<file path="src/rtl/reset_sequencer.sv">
// Ordered release of per-subsystem active-low resets, gated by PLL lock and
// per-stage ready acknowledges, with ack timeout and lock-loss supervision.
module reset_sequencer #(
    parameter int N_STAGES    = 4,
    parameter int STAGE_DELAY = 16,
    parameter int LOCK_FILT   = 8,
    parameter int ACK_TIMEOUT = 1023
) (
    input  logic                CK,
    input  logic                RST,
    input  logic                PLL_LOCKED,
    input  logic                SOFT_RST,
    input  logic [N_STAGES-1:0] STAGE_ACK,
    output logic [N_STAGES-1:0] STAGE_RSTb,
    output logic                ALL_READY,
    output logic                TIMEOUT_ERR,
    output logic [2:0]          FAULT_STAGE,
    output logic [7:0]          LOCK_LOSS,
    output logic [2:0]          STATE
);

    localparam int IDX_W  = (N_STAGES    > 1) ? $clog2(N_STAGES)    : 1;
    localparam int LOCK_W = (LOCK_FILT   > 1) ? $clog2(LOCK_FILT)   : 1;
    localparam int DLY_W  = (STAGE_DELAY > 1) ? $clog2(STAGE_DELAY) : 1;
    localparam int TO_W   = (ACK_TIMEOUT > 1) ? $clog2(ACK_TIMEOUT) : 1;

    localparam logic [IDX_W-1:0]  IDX_LAST  = IDX_W'(N_STAGES - 1);
    localparam logic [LOCK_W-1:0] LOCK_LAST = LOCK_W'(LOCK_FILT - 1);
    localparam logic [DLY_W-1:0]  DLY_LAST  = DLY_W'(STAGE_DELAY - 1);
    localparam logic [TO_W-1:0]   TO_LAST   = TO_W'(ACK_TIMEOUT - 1);

    typedef enum logic [2:0] {
        S_HOLD      = 3'd0,
        S_WAIT_LOCK = 3'd1,
        S_DELAY     = 3'd2,
        S_WAIT_ACK  = 3'd3,
        S_RUN       = 3'd4,
        S_FAULT     = 3'd5
    } state_t;

    state_t            state;
    logic [IDX_W-1:0]  idx;
    logic [LOCK_W-1:0] lock_cnt;
    logic [DLY_W-1:0]  dly_cnt;
    logic [TO_W-1:0]   to_cnt;

    function automatic logic [7:0] sat_inc8(input logic [7:0] v);
        return (v == 8'hFF) ? v : v + 8'd1;
    endfunction

    // Lock loss only matters once the sequence has started releasing stages
    logic lock_lost;
    assign lock_lost = !PLL_LOCKED &&
                       (state == S_DELAY || state == S_WAIT_ACK || state == S_RUN);

    always_ff @(posedge CK) begin
        if (RST) begin
            state       <= S_HOLD;
            STAGE_RSTb  <= '0;
            ALL_READY   <= 1'b0;
            TIMEOUT_ERR <= 1'b0;
            FAULT_STAGE <= 3'd0;
            LOCK_LOSS   <= 8'd0;
            idx         <= '0;
            lock_cnt    <= '0;
            dly_cnt     <= '0;
            to_cnt      <= '0;
        end else if (SOFT_RST) begin
            state       <= S_HOLD;
            STAGE_RSTb  <= '0;
            ALL_READY   <= 1'b0;
            TIMEOUT_ERR <= 1'b0;
            FAULT_STAGE <= 3'd0;
            idx         <= '0;
            lock_cnt    <= '0;
            dly_cnt     <= '0;
            to_cnt      <= '0;
        end else if (lock_lost) begin
            state      <= S_HOLD;
            STAGE_RSTb <= '0;
            ALL_READY  <= 1'b0;
            LOCK_LOSS  <= sat_inc8(LOCK_LOSS);
            idx        <= '0;
            lock_cnt   <= '0;
            dly_cnt    <= '0;
            to_cnt     <= '0;
        end else begin
            case (state)
                S_HOLD: begin
                    STAGE_RSTb <= '0;
                    ALL_READY  <= 1'b0;
                    idx        <= '0;
                    lock_cnt   <= '0;
                    state      <= S_WAIT_LOCK;
                end
                S_WAIT_LOCK: begin
                    if (!PLL_LOCKED) begin
                        lock_cnt <= '0;
                    end else if (lock_cnt == LOCK_LAST) begin
                        lock_cnt <= '0;
                        dly_cnt  <= '0;
                        state    <= S_DELAY;
                    end else begin
                        lock_cnt <= lock_cnt + LOCK_W'(1);
                    end
                end
                S_DELAY: begin
                    if (dly_cnt == DLY_LAST) begin
                        STAGE_RSTb[idx] <= 1'b1;
                        dly_cnt         <= '0;
                        to_cnt          <= '0;
                        state           <= S_WAIT_ACK;
                    end else begin
                        dly_cnt <= dly_cnt + DLY_W'(1);
                    end
                end
                S_WAIT_ACK: begin
                    if (STAGE_ACK[idx]) begin
                        if (idx == IDX_LAST) begin
                            ALL_READY <= 1'b1;
                            state     <= S_RUN;
                        end else begin
                            idx     <= idx + IDX_W'(1);
                            dly_cnt <= '0;
                            state   <= S_DELAY;
                        end
                    end else if (to_cnt == TO_LAST) begin
                        STAGE_RSTb  <= '0;
                        ALL_READY   <= 1'b0;
                        TIMEOUT_ERR <= 1'b1;
                        FAULT_STAGE <= 3'(idx);
                        state       <= S_FAULT;
                    end else begin
                        to_cnt <= to_cnt + TO_W'(1);
                    end
                end
                S_RUN: begin
                    ALL_READY <= 1'b1;
                end
                S_FAULT: begin
                    STAGE_RSTb  <= '0;
                    ALL_READY   <= 1'b0;
                    TIMEOUT_ERR <= 1'b1;
                end
                default: begin
                    state <= S_HOLD;
                end
            endcase
        end
    end

    assign STATE = state;

endmodule

</file>
<file path="config.mk">
export PLATFORM = sky130hd
export DESIGN_NAME = reset_sequencer
export DESIGN_NICKNAME = d
export VERILOG_FILES = /design/src/rtl/reset_sequencer.sv
export SDC_FILE = /design/constraint.sdc
export NUM_CORES = 1
export LEC_CHECK = 0
export BUFFER_PORTS_ARGS = -buffer_cell sky130_fd_sc_hd__buf_2
export CORE_MARGIN = 1.5
export CORE_UTILIZATION = 61
export CTS_CLUSTER_DIAMETER = 100
export CTS_CLUSTER_SIZE = 8
export DETAILED_ROUTE_END_ITERATION = 16
export PLACE_DENSITY_LB_ADDON = 0.25
export SYNTH_ARGS = -nofsm -noshare
export SYNTH_HDL_FRONTEND = slang
export SYNTH_SLANG_ARGS = --single-unit
</file>
<file path="constraint.sdc">
create_clock -name CK -period 3.2 [get_ports CK]
set_input_delay 0.32 -clock CK [delete_from_list [all_inputs] [get_ports CK]]
set_output_delay 0.32 -clock CK [all_outputs]
set_load 0.05 [all_outputs]
</file>
==> results.json, run 1 <==
{
  "status": "finished, final reports clean",
  "cp_max_fo": 9,
  "cpMaxStageDelayCell": "mux4_2",
  "port_buffers": 26,
  "wirelength_mm": 4.08,
  "grt_pass1_vias": 1576,
  "routabilityCongestion": 0.849,
  "hpwl_mm": 2.92,
  "fp.dieH_um": 60.6,
  "io_pins": 28,
  "overflow": 0,
  "cp_data_required_time_ns": 3.48,
  "top_usage_layer": "met2",
  "fin_area_um2": 2230,
  "start_util": 0.651,
  "p_per_area_nw_per_um2": 379,
  "cts_setup_buffers": 0,
  "clock-root-buffer": "clkbuf_4",
  "final.setup_skew_ns": 0.0107,
  "clk-insertion-delay-late_ns": 0.34,
  "worst_pin_slew_ns": 0.622,
  "synth.area.top_cells": "dfxtp_1 38%, ha_1 6.2%, nor2_1 5.4%, a21oi_1 5.2%, nand2_1 3.5%",
  "layout.cells.non_filler": 307,
  "yosysMostFrequentCell": "dfxtp_1",
  "worst_setup_path_start_kind": "flop",
  "ir_worst_vdd_mv": 0.304,
  "cts.path.max_buffers": 2,
  "die_x_um": 60.6,
  "crit_chain": "mux4_2, nand4b_1, a221oi_1, a21oi_1, nor2_1",
  "die_area_um2": 3670,
  "cts_hold_buffers": 0,
  "layout-drive-gt1-share": 0.163,
  "cts_tree": "yes",
  "tns_ns": 0,
  "ant_nets": 0,
  "grt_first_pass_wirelength_mm": 6.92,
  "grtUsageMet1": 0.343,
  "power.leakage_nw": 0.874,
  "startpoint": "idx[0]",
  "synthesis.nets": 259,
  "synth_area_um2": 2020,
  "cts_buffers": 5,
  "met2_usage": 0.382,
  "setup_ws_ns": 0.863,
  "fin_crit_sh": 0.730,
  "worstReg2RegStart": "idx[0]",
  "ys_async_sr_fraction": 0,
  "drtPass1Iterations": 4,
  "layout_min_cycle_time_ns": 2.34,
  "slew_viol_final": 0,
  "met3_usage": 0.0533,
  "synth_commonest_cells": "38 x dfxtp_1, 29 x nor2_1, 21 x a21oi_1, 19 x nand2_1, 11 x nand3_1",
  "cts_max_level": 2,
  "synth_top_area_frac": 0.376,
  "yosys_register_bits": 38,
  "clkSinkCount": 38,
  "cpPeakStageDelay_ns": 0.66,
  "setup_viol": 0,
  "ys_types": 48,
  "vias": 1810,
  "post_dp_cell_area_um2": 2150,
  "cp-end-kind": "flop",
  "dpl.cell_count": 299,
  "antenna_cells": 0,
  "synth.avg_cell_area_um2": 8.38,
  "cts_resized": 0,
  "grt_max_degree": 21,
  "area_growth_syn_to_layout_pct": 10.4,
  "grt_use_total": 0.247,
  "drv_cap": 0,
  "yosysTopAreaCell": "dfxtp_1",
  "finalNetCount": 280,
  "yosysWarnings": 0,
  "fp-row-count": 20,
  "post-place-ws_ns": 0.918,
  "antenna_found_initial": 0,
  "relSlewSlack": 0.582,
  "cp_data_arrival_time_ns": 2.62,
  "fmax_mhz": 428,
  "clk_pin_slew_worst_paths_ns": 0.12,
  "drt_iter0_drc": 98,
  "path_class": "flop to flop",
  "core-area_um2": 3100,
  "rsz0062_at_grt": "false",
  "syn_inst": 241,
  "ys_seq_area_frac": 0.376,
  "synth_edf_count": 0,
  "vias_per_cell": 5.90,
  "hp-start": "RST",
  "drt-wirelength-per-cell_um": 13.3,
  "synth_flop_cell": "dfxtp_1",
  "post-route-drc-count": 0,
  "hp-class": "input pin to flop",
  "hold_viol": 0
}
## layout make-up
class / instances / area [µm²]
clock buffer: 5 / 37.5
clock inverter: 3 / 40.0
fill: 289 / 872
inverter: 7 / 26.3
multi-input combinational: 183 / 1170
sequential: 38 / 761
tap: 44 / 55.1
timing repair buffer: 27 / 138
## stage by stage
step | total power [W] | util | hold WS (ns)
2_1_floorplan | 0.000523 | - | 0.454
4_1_cts | 0.000849 | 0.719 | 0.233
6_report | 0.000846 | 0.719 | 0.244
3_3_place_gp | 0.000533 | 0.694 | 0.442
5_1_grt | 0.000874 | 0.719 | 0.238
3_5_place_dp | 0.000533 | 0.694 | 0.451
## logic make-up (layout without fill, tap and decap cells)
family	count (synthesis)	count (layout)	share of synthesized area
buffers and inverters	20	42	0.0427
muxes	5	5	0.0310
xor gates and xnor gates	8	8	0.0347
adders and majority gates	10	10	0.0619
other	1	1	0.00186
DFF	38	38	0.376
and+or+nand+nor	106	106	0.275
AOI/OAI and AO/OA	53	53	0.176
## cell usage in the layout, fill, tap and decap left out, types with 6 or more instances in the layout
| master | instances |
|---|---|
| a21oi_1 | 21 |
| buf_2 | 26 |
| dfxtp_1 | 38 |
| nand2_1 | 19 |
| nand4_1 | 6 |
| nor2_1 | 29 |
| inv_1 | 7 |
| ha_1 | 10 |
| nand3_1 | 11 |
| o21ai_0 | 6 |
## layer usage
metal	vias up	part of all wire
met1	839	0.49
li1	914	-
met5	-	0
met3	9	0.052
met4	0	0.016
met2	48	0.44
## worst paths after layout
path                   endpoint  slack (ns)  depth (start not counted)
hold reg to reg   STAGE_RSTb[1]        0.47                          2
hold / removal     LOCK_LOSS[4]        0.24                          2
setup / recovery  STAGE_RSTb[2]        0.86                          5
setup reg to reg  STAGE_RSTb[2]        0.86                          5
## sequential cells by signal, summed over array words and instances (netlist names)
name         flops
ALL_READY        1
FAULT_STAGE      2
LOCK_LOSS        8
STAGE_RSTb       4
STATE            3
TIMEOUT_ERR      1
dly_cnt          4
idx              2
lock_cnt         3
to_cnt          10
## power breakdown
| part | total [W] | internal [W] | switching, W |
|---|---|---|---|
| Sequential | 0.000475 | 0.000475 | 0.000000972 |
| Clock | 0.000323 | 0.000162 | 0.000161 |
| Combinational | 0.0000474 | 0.0000150 | 0.0000324 |
| Total | 0.000846 | 0.000651 | 0.000194 |
## worst max-delay path: cells and delay by family (launching register included)
family,cells,cell delay [ns]
AND/OR/NAND/NOR,2,0.40
flip-flops,1,0.48
AO/OA/AOI/OAI,2,0.74
multiplexers,1,0.66
Power figures use the tool's default switching activity.
==> run 2, diff against run 1 <==
- ABC_AREA: default -> 1
- CORE_UTILIZATION: 61 -> 58
- clock period: 3.2 -> 2.4 ns (I/O delays scaled with it)
==> run 2 against run 1 <==
Net effect: core utilization fell by 3.7 points; register-to-register slack got worse by 0.32 ns; synthesized area rose by 13%; die area rose by 18%; design area rose by 14%; sequential power rose by 36%; sequential share of layout area fell by 4.1 points; wire length rose by 17%; critical path depth rose by 5; critical endpoint is now STAGE_RSTb[0]; clock-buffer cell count did not move; clock power rose by 67%; fmax rose by 26%.
==> results.json, run 2 <==
{
  "status": "finished, final reports clean",
  "crit_chain": "inv_1, nand2_4, inv_1, nand2_1, nand2_1, inv_1, nand2_1, nor2_1, nand2_1, a21oi_1",
  "post_dp_cell_area_um2": 2420,
  "largest-register": "to_cnt",
  "synth_flop_cell": "dfxtp_1",
  "cts_setup_buffers": 0,
  "crit_top_cell": "nand2_1",
  "hold_viol": 0,
  "reg_top3": "to_cnt x10, LOCK_LOSS x8",
  "cts_max_level": 2,
  "synth.area.top_cells": "dfxtp_1 33%, nand2_1 13%, nor2_1 8.1%, nand3_1 7.5%, a21oi_1 5.9%",
  "cts_buffers": 5,
  "worst_setup_path_start_kind": "flop",
  "fmax_mhz": 539,
  "clock-root-buffer": "clkbuf_8",
  "cp_data_arrival_time_ns": 2.08,
  "ir_worst_vdd_mv": 0.403,
  "vias_per_cell": 5.16,
  "cp-end-kind": "flop",
  "worst_pin_slew_ns": 0.499,
  "cp_max_fo": 11,
  "power.leakage_nw": 1.07,
  "drv_cap": 0,
  "final.setup_skew_ns": 0.00548,
  "overflow": 0,
  "clk_pin_slew_worst_paths_ns": 0.07,
  "grt_max_degree": 24,
  "cts_resized": 0,
  "antenna_cells": 0,
  "ant_nets": 0,
  "fill_cells": 365,
  "synthesis.nets": 353,
  "hpwl_mm": 3.44,
  "wirelength_mm": 4.76,
  "io_pins": 28,
  "ys_seq_area_frac": 0.334,
  "cpPeakStageDelay_ns": 0.49,
  "layout_common_cells": "81 x nand2_1, 49 x nor2_1, 38 x dfxtp_1",
  "yosys_register_bits": 38,
  "antenna_found_initial": 0,
  "synth_top_area_frac": 0.334,
  "synth_commonest_cells": "81 x nand2_1, 49 x nor2_1, 38 x dfxtp_1, 36 x inv_1, 34 x nand3_1",
  "fin_crit_sh": 0.773,
  "path_class": "flop to flop",
  "fp.dieH_um": 65.7,
  "slew_viol_final": 0,
  "yosysMostFrequentCell": "nand2_1",
  "relSlewSlack": 0.666,
  "die_x_um": 65.7,
  "setup_viol": 0,
  "post-route-drc-count": 0,
  "cts.path.max_buffers": 2,
  "grt_first_pass_wirelength_mm": 8.38,
  "hp-class": "input pin to flop",
  "cts_tree": "yes",
  "grt_pass1_vias": 1905,
  "yosysTopAreaCell": "dfxtp_1",
  "largest_register_ffs": 10,
  "core-area_um2": 3720,
  "p_per_area_nw_per_um2": 522,
  "area_growth_syn_to_layout_pct": 11.2,
  "start_util": 0.613,
  "fp-row-count": 22,
  "final_common_cell": "nand2_1",
  "synth.avg_cell_area_um2": 6.80,
  "vias": 2124,
  "die_area_um2": 4310,
  "grt_use_total": 0.253,
  "finalNetCount": 381,
  "ys_types": 34,
  "routabilityCongestion": 0.834,
  "fin_area_um2": 2530,
  "yosysWarnings": 0,
  "synth_area_um2": 2280,
  "drt-wirelength-per-cell_um": 11.5,
  "port_buffers": 26,
  "rsz0062_at_grt": "false",
  "cpMaxStageDelayCell": "dfxtp_1",
  "cts_hold_buffers": 0,
  "layout-drive-gt1-share": 0.173,
  "cp_data_required_time_ns": 2.63,
  "clk-insertion-delay-late_ns": 0.30,
  "tns_ns": 0,
  "clkSinkCount": 38,
  "syn_inst": 335,
  "synth_edf_count": 0,
  "layout_min_cycle_time_ns": 1.85,
  "ys_async_sr_fraction": 0,
  "drt_iter0_drc": 121,
  "drtPass1Iterations": 5
}
==> run 2: final timing paths <==
check	end	slack, ns	cells after the start	start
worst min register to register	TIMEOUT_ERR	0.46	2	TIMEOUT_ERR
worst max-delay path	STAGE_RSTb[0]	0.55	10	STATE[2]
worst min-delay path	LOCK_LOSS[7]	0.14	2	RST
worst max register to register	STAGE_RSTb[0]	0.55	10	STATE[2]
==> run 2: layer usage <==
layer  up-vias  track usage  part of all wire
li1       1121            -                 -
met1       942        0.328              0.49
met2        51        0.399              0.44
met3        10       0.0428             0.048
met4         0        0.138             0.020
met5         -            0                 0
==> run 2: stage by stage <==
step | setup WS (ns) | util | total power, W | cells | hold slack, ns
2_1_floorplan | 0.511 | - | 0.000765 | 335 | 0.302
3_3_place_gp | 0.693 | 0.652 | 0.000797 | 404 | 0.439
3_5_place_dp | 0.583 | 0.652 | 0.000797 | 404 | 0.452
4_1_cts | 0.560 | 0.681 | 0.00133 | 412 | 0.137
5_1_grt | 0.290 | 0.681 | 0.00138 | 412 | 0.140
6_report | 0.546 | 0.681 | 0.00132 | 412 | 0.144
==> run 2: cell families (layout without fill, tap and decap cells) <==
logic type,after synthesis,count (layout),synth area share
other,1,1,0.00165
adder cells (fa/ha/maj),10,10,0.0549
AND/OR/NAND/NOR,189,189,0.386
flip-flops,38,38,0.334
buffers and inverters,46,75,0.0896
AO/OA/AOI/OAI,46,46,0.115
XOR/XNOR,5,5,0.0192
==> run 2: area by class of cell <==
cell class | instances | area (µm²) | share of cell area
Inverter | 40 | 153 | 0.0603
Tap cell | 48 | 60.1 | 0.0237
Sequential cell | 38 | 761 | 0.300
Clock inverter | 3 | 40.0 | 0.0158
Multi-Input combinational cell | 251 | 1310 | 0.518
Clock buffer | 5 | 68.8 | 0.0272
Timing Repair Buffer | 27 | 138 | 0.0543
==> run 2: worst max-delay path: cells and delay by family, from the launching register on <==
kind	cells	cell delay [ns]
and+or+nand+nor	6	0.84
buffers and inverters	3	0.29
AOI/OAI and AO/OA	1	0.16
DFF	1	0.49
==> run 2: report_power, final <==
part           internal (W)  switching, W  total, W
clock              0.000306      0.000232  0.000538
sequential         0.000636    0.00000854  0.000644
combinational     0.0000382      0.000101  0.000140
total              0.000980      0.000342   0.00132
==> run 3, diff against run 2 <==
- clock period: 2.4 -> 1.9 ns (I/O delays scaled with it)
==> run 3 against run 2 <==
Net effect: sequential power is 26% higher; largest power group unchanged; fmax is 16% higher; sequential cell count stayed put; design area is 0.59% higher; critical path type unchanged; clock skew is 0.00083 ns higher; clock power is 24% higher; worst setup slack worse by 0.25 ns; largest cell class unchanged; total power is 25% higher; register-to-register slack worse by 0.25 ns; combinational power is 26% higher.
==> results.json, run 3 (synthesis results as in run 2) <==
{
  "status": "finished, final reports clean",
  "fin_crit_sh": 0.843,
  "slew_viol_final": 0,
  "worstReg2RegStart": "to_cnt[0]",
  "relSlewSlack": 0.650,
  "largest_register_ffs": 10,
  "die_x_um": 65.7,
  "p_per_area_nw_per_um2": 651,
  "cp_max_fo": 10,
  "layout-drive-gt1-share": 0.178,
  "clk_pin_slew_worst_paths_ns": 0.08,
  "start_util": 0.613,
  "grt_first_pass_wirelength_mm": 7.81,
  "cts.path.max_buffers": 2,
  "largest-register": "to_cnt",
  "final_util": 0.686,
  "drv_cap": 0,
  "met3_usage": 0.0651,
  "path_class": "flop to flop",
  "startpoint": "to_cnt[0]",
  "antenna_cells": 0,
  "cpPeakStageDelay_ns": 0.40,
  "cts_max_level": 2,
  "clk-insertion-delay-late_ns": 0.29,
  "wirelength_mm": 4.50,
  "port_buffers": 26,
  "grtUsageMet1": 0.301,
  "reg_top3": "to_cnt x10, LOCK_LOSS x8",
  "crit_chain": "inv_1, ha_1, nand3_1, nor2_1, nand2_1, nand2_2, nand2_2, nand2_8, o21ai_1, nor2_1",
  "power.leakage_nw": 1.08,
  "ant_nets": 0,
  "fmax_mhz": 624,
  "grt_max_degree": 16,
  "drt-wirelength-per-cell_um": 10.9,
  "drt_iter0_drc": 120,
  "core-area_um2": 3720,
  "clock-root-buffer": "clkbuf_8",
  "timing.rr.end": "to_cnt[1]",
  "cts_setup_buffers": 0,
  "tns_ns": 0,
  "hold_viol": 0,
  "grt_pass1_vias": 1830,
  "overflow": 0,
  "die_area_um2": 4310,
  "top_usage_layer": "met2",
  "setup_ws_ns": 0.298,
  "post-route-drc-count": 0,
  "drtPass1Iterations": 4,
  "cts_tree": "yes",
  "cts_buffers": 5,
  "vias": 2147,
  "ir_worst_vdd_mv": 0.508,
  "rsz0062_at_grt": "false",
  "grt_use_total": 0.229,
  "hp-start": "RST",
  "reg2reg_setup_slack_ns": 0.30,
  "reg2reg_depth": 10,
  "fin_area_um2": 2550,
  "vias_per_cell": 5.19,
  "hp-class": "input pin to flop",
  "final.setup_skew_ns": 0.00631,
  "cts_resized": 0,
  "antenna_found_initial": 0,
  "setup_viol": 0,
  "cts_hold_buffers": 0,
  "worst_setup_path_start_kind": "flop",
  "cpMaxStageDelayCell": "dfxtp_1",
  "worstHoldEndpoint": "LOCK_LOSS[7]",
  "layout_common_cells": "81 x nand2_1, 49 x nor2_1, 38 x dfxtp_1",
  "fp-row-count": 22,
  "io_pins": 28,
  "final_common_cell": "nand2_1",
  "clkSinkCount": 38,
  "cp-end-kind": "flop",
  "worst_pin_slew_ns": 0.523,
  "post_dp_cell_area_um2": 2440,
  "post-place-ws_ns": 0.316,
  "routabilityCongestion": 0.807,
  "cp_data_arrival_time_ns": 1.79,
  "area_growth_syn_to_layout_pct": 11.9,
  "met2_usage": 0.362,
  "finalNetCount": 383,
  "cp_data_required_time_ns": 2.09,
  "layout_min_cycle_time_ns": 1.60,
  "hpwl_mm": 3.37,
  "min_path_cells": 2,
  "fp.dieH_um": 65.7
}
run 3: area by class of cell:
cell class	instances	area, µm²
repair buffers	29	153
clock inverters	3	40.0
inverters	40	153
fillers	340	1170
multi-input cells	251	1310
clock buffers	5	68.8
well taps	48	60.1
flip-flops and latches	38	761
run 3: how the worst max path moves through the flow:
stage                               to  slack [ns]
after global routing      LOCK_LOSS[2]         0.1
after floorplan           LOCK_LOSS[3]        0.01
after CTS                    to_cnt[1]        0.30
after detailed placement     to_cnt[0]        0.32
final                        to_cnt[1]        0.30
after global placement       to_cnt[1]        0.34
run 3: power by group:
group | total, W | internal (W) | switching (W)
registers | 0.000814 | 0.000803 | 0.0000104
logic | 0.000176 | 0.0000500 | 0.000126
clock network | 0.000668 | 0.000386 | 0.000282
total | 0.00166 | 0.00124 | 0.000418
run 3: critical path: cells and delay by family, from the launching register on:
kind                     cells  cell delay [ns]
flip-flops                   1             0.40
AO/OA/AOI/OAI                1             0.13
adder cells (fa/ha/maj)      1             0.19
buffers and inverters        1             0.06
AND/OR/NAND/NOR              7             0.73
run 3: layer usage:
| layer | wire [µm] | up-vias | share of wire |
|---|---|---|---|
| met4 | 57 | 0 | 0.013 |
| met1 | 2200 | 956 | 0.49 |
| met5 | 0 | - | 0 |
| met2 | 1990 | 52 | 0.44 |
| li1 | - | 1132 | - |
| met3 | 257 | 7 | 0.057 |
run 3: through the flow:
stage / instances / hold WS, ns / total power (W)
after floorplan: 335 / 0.252 / 0.000967
after global placement: 406 / 0.409 / 0.00101
after detailed placement: 406 / 0.416 / 0.00101
after CTS: 414 / 0.0955 / 0.00168
after global routing: 414 / 0.0907 / 0.00174
final: 414 / 0.103 / 0.00166
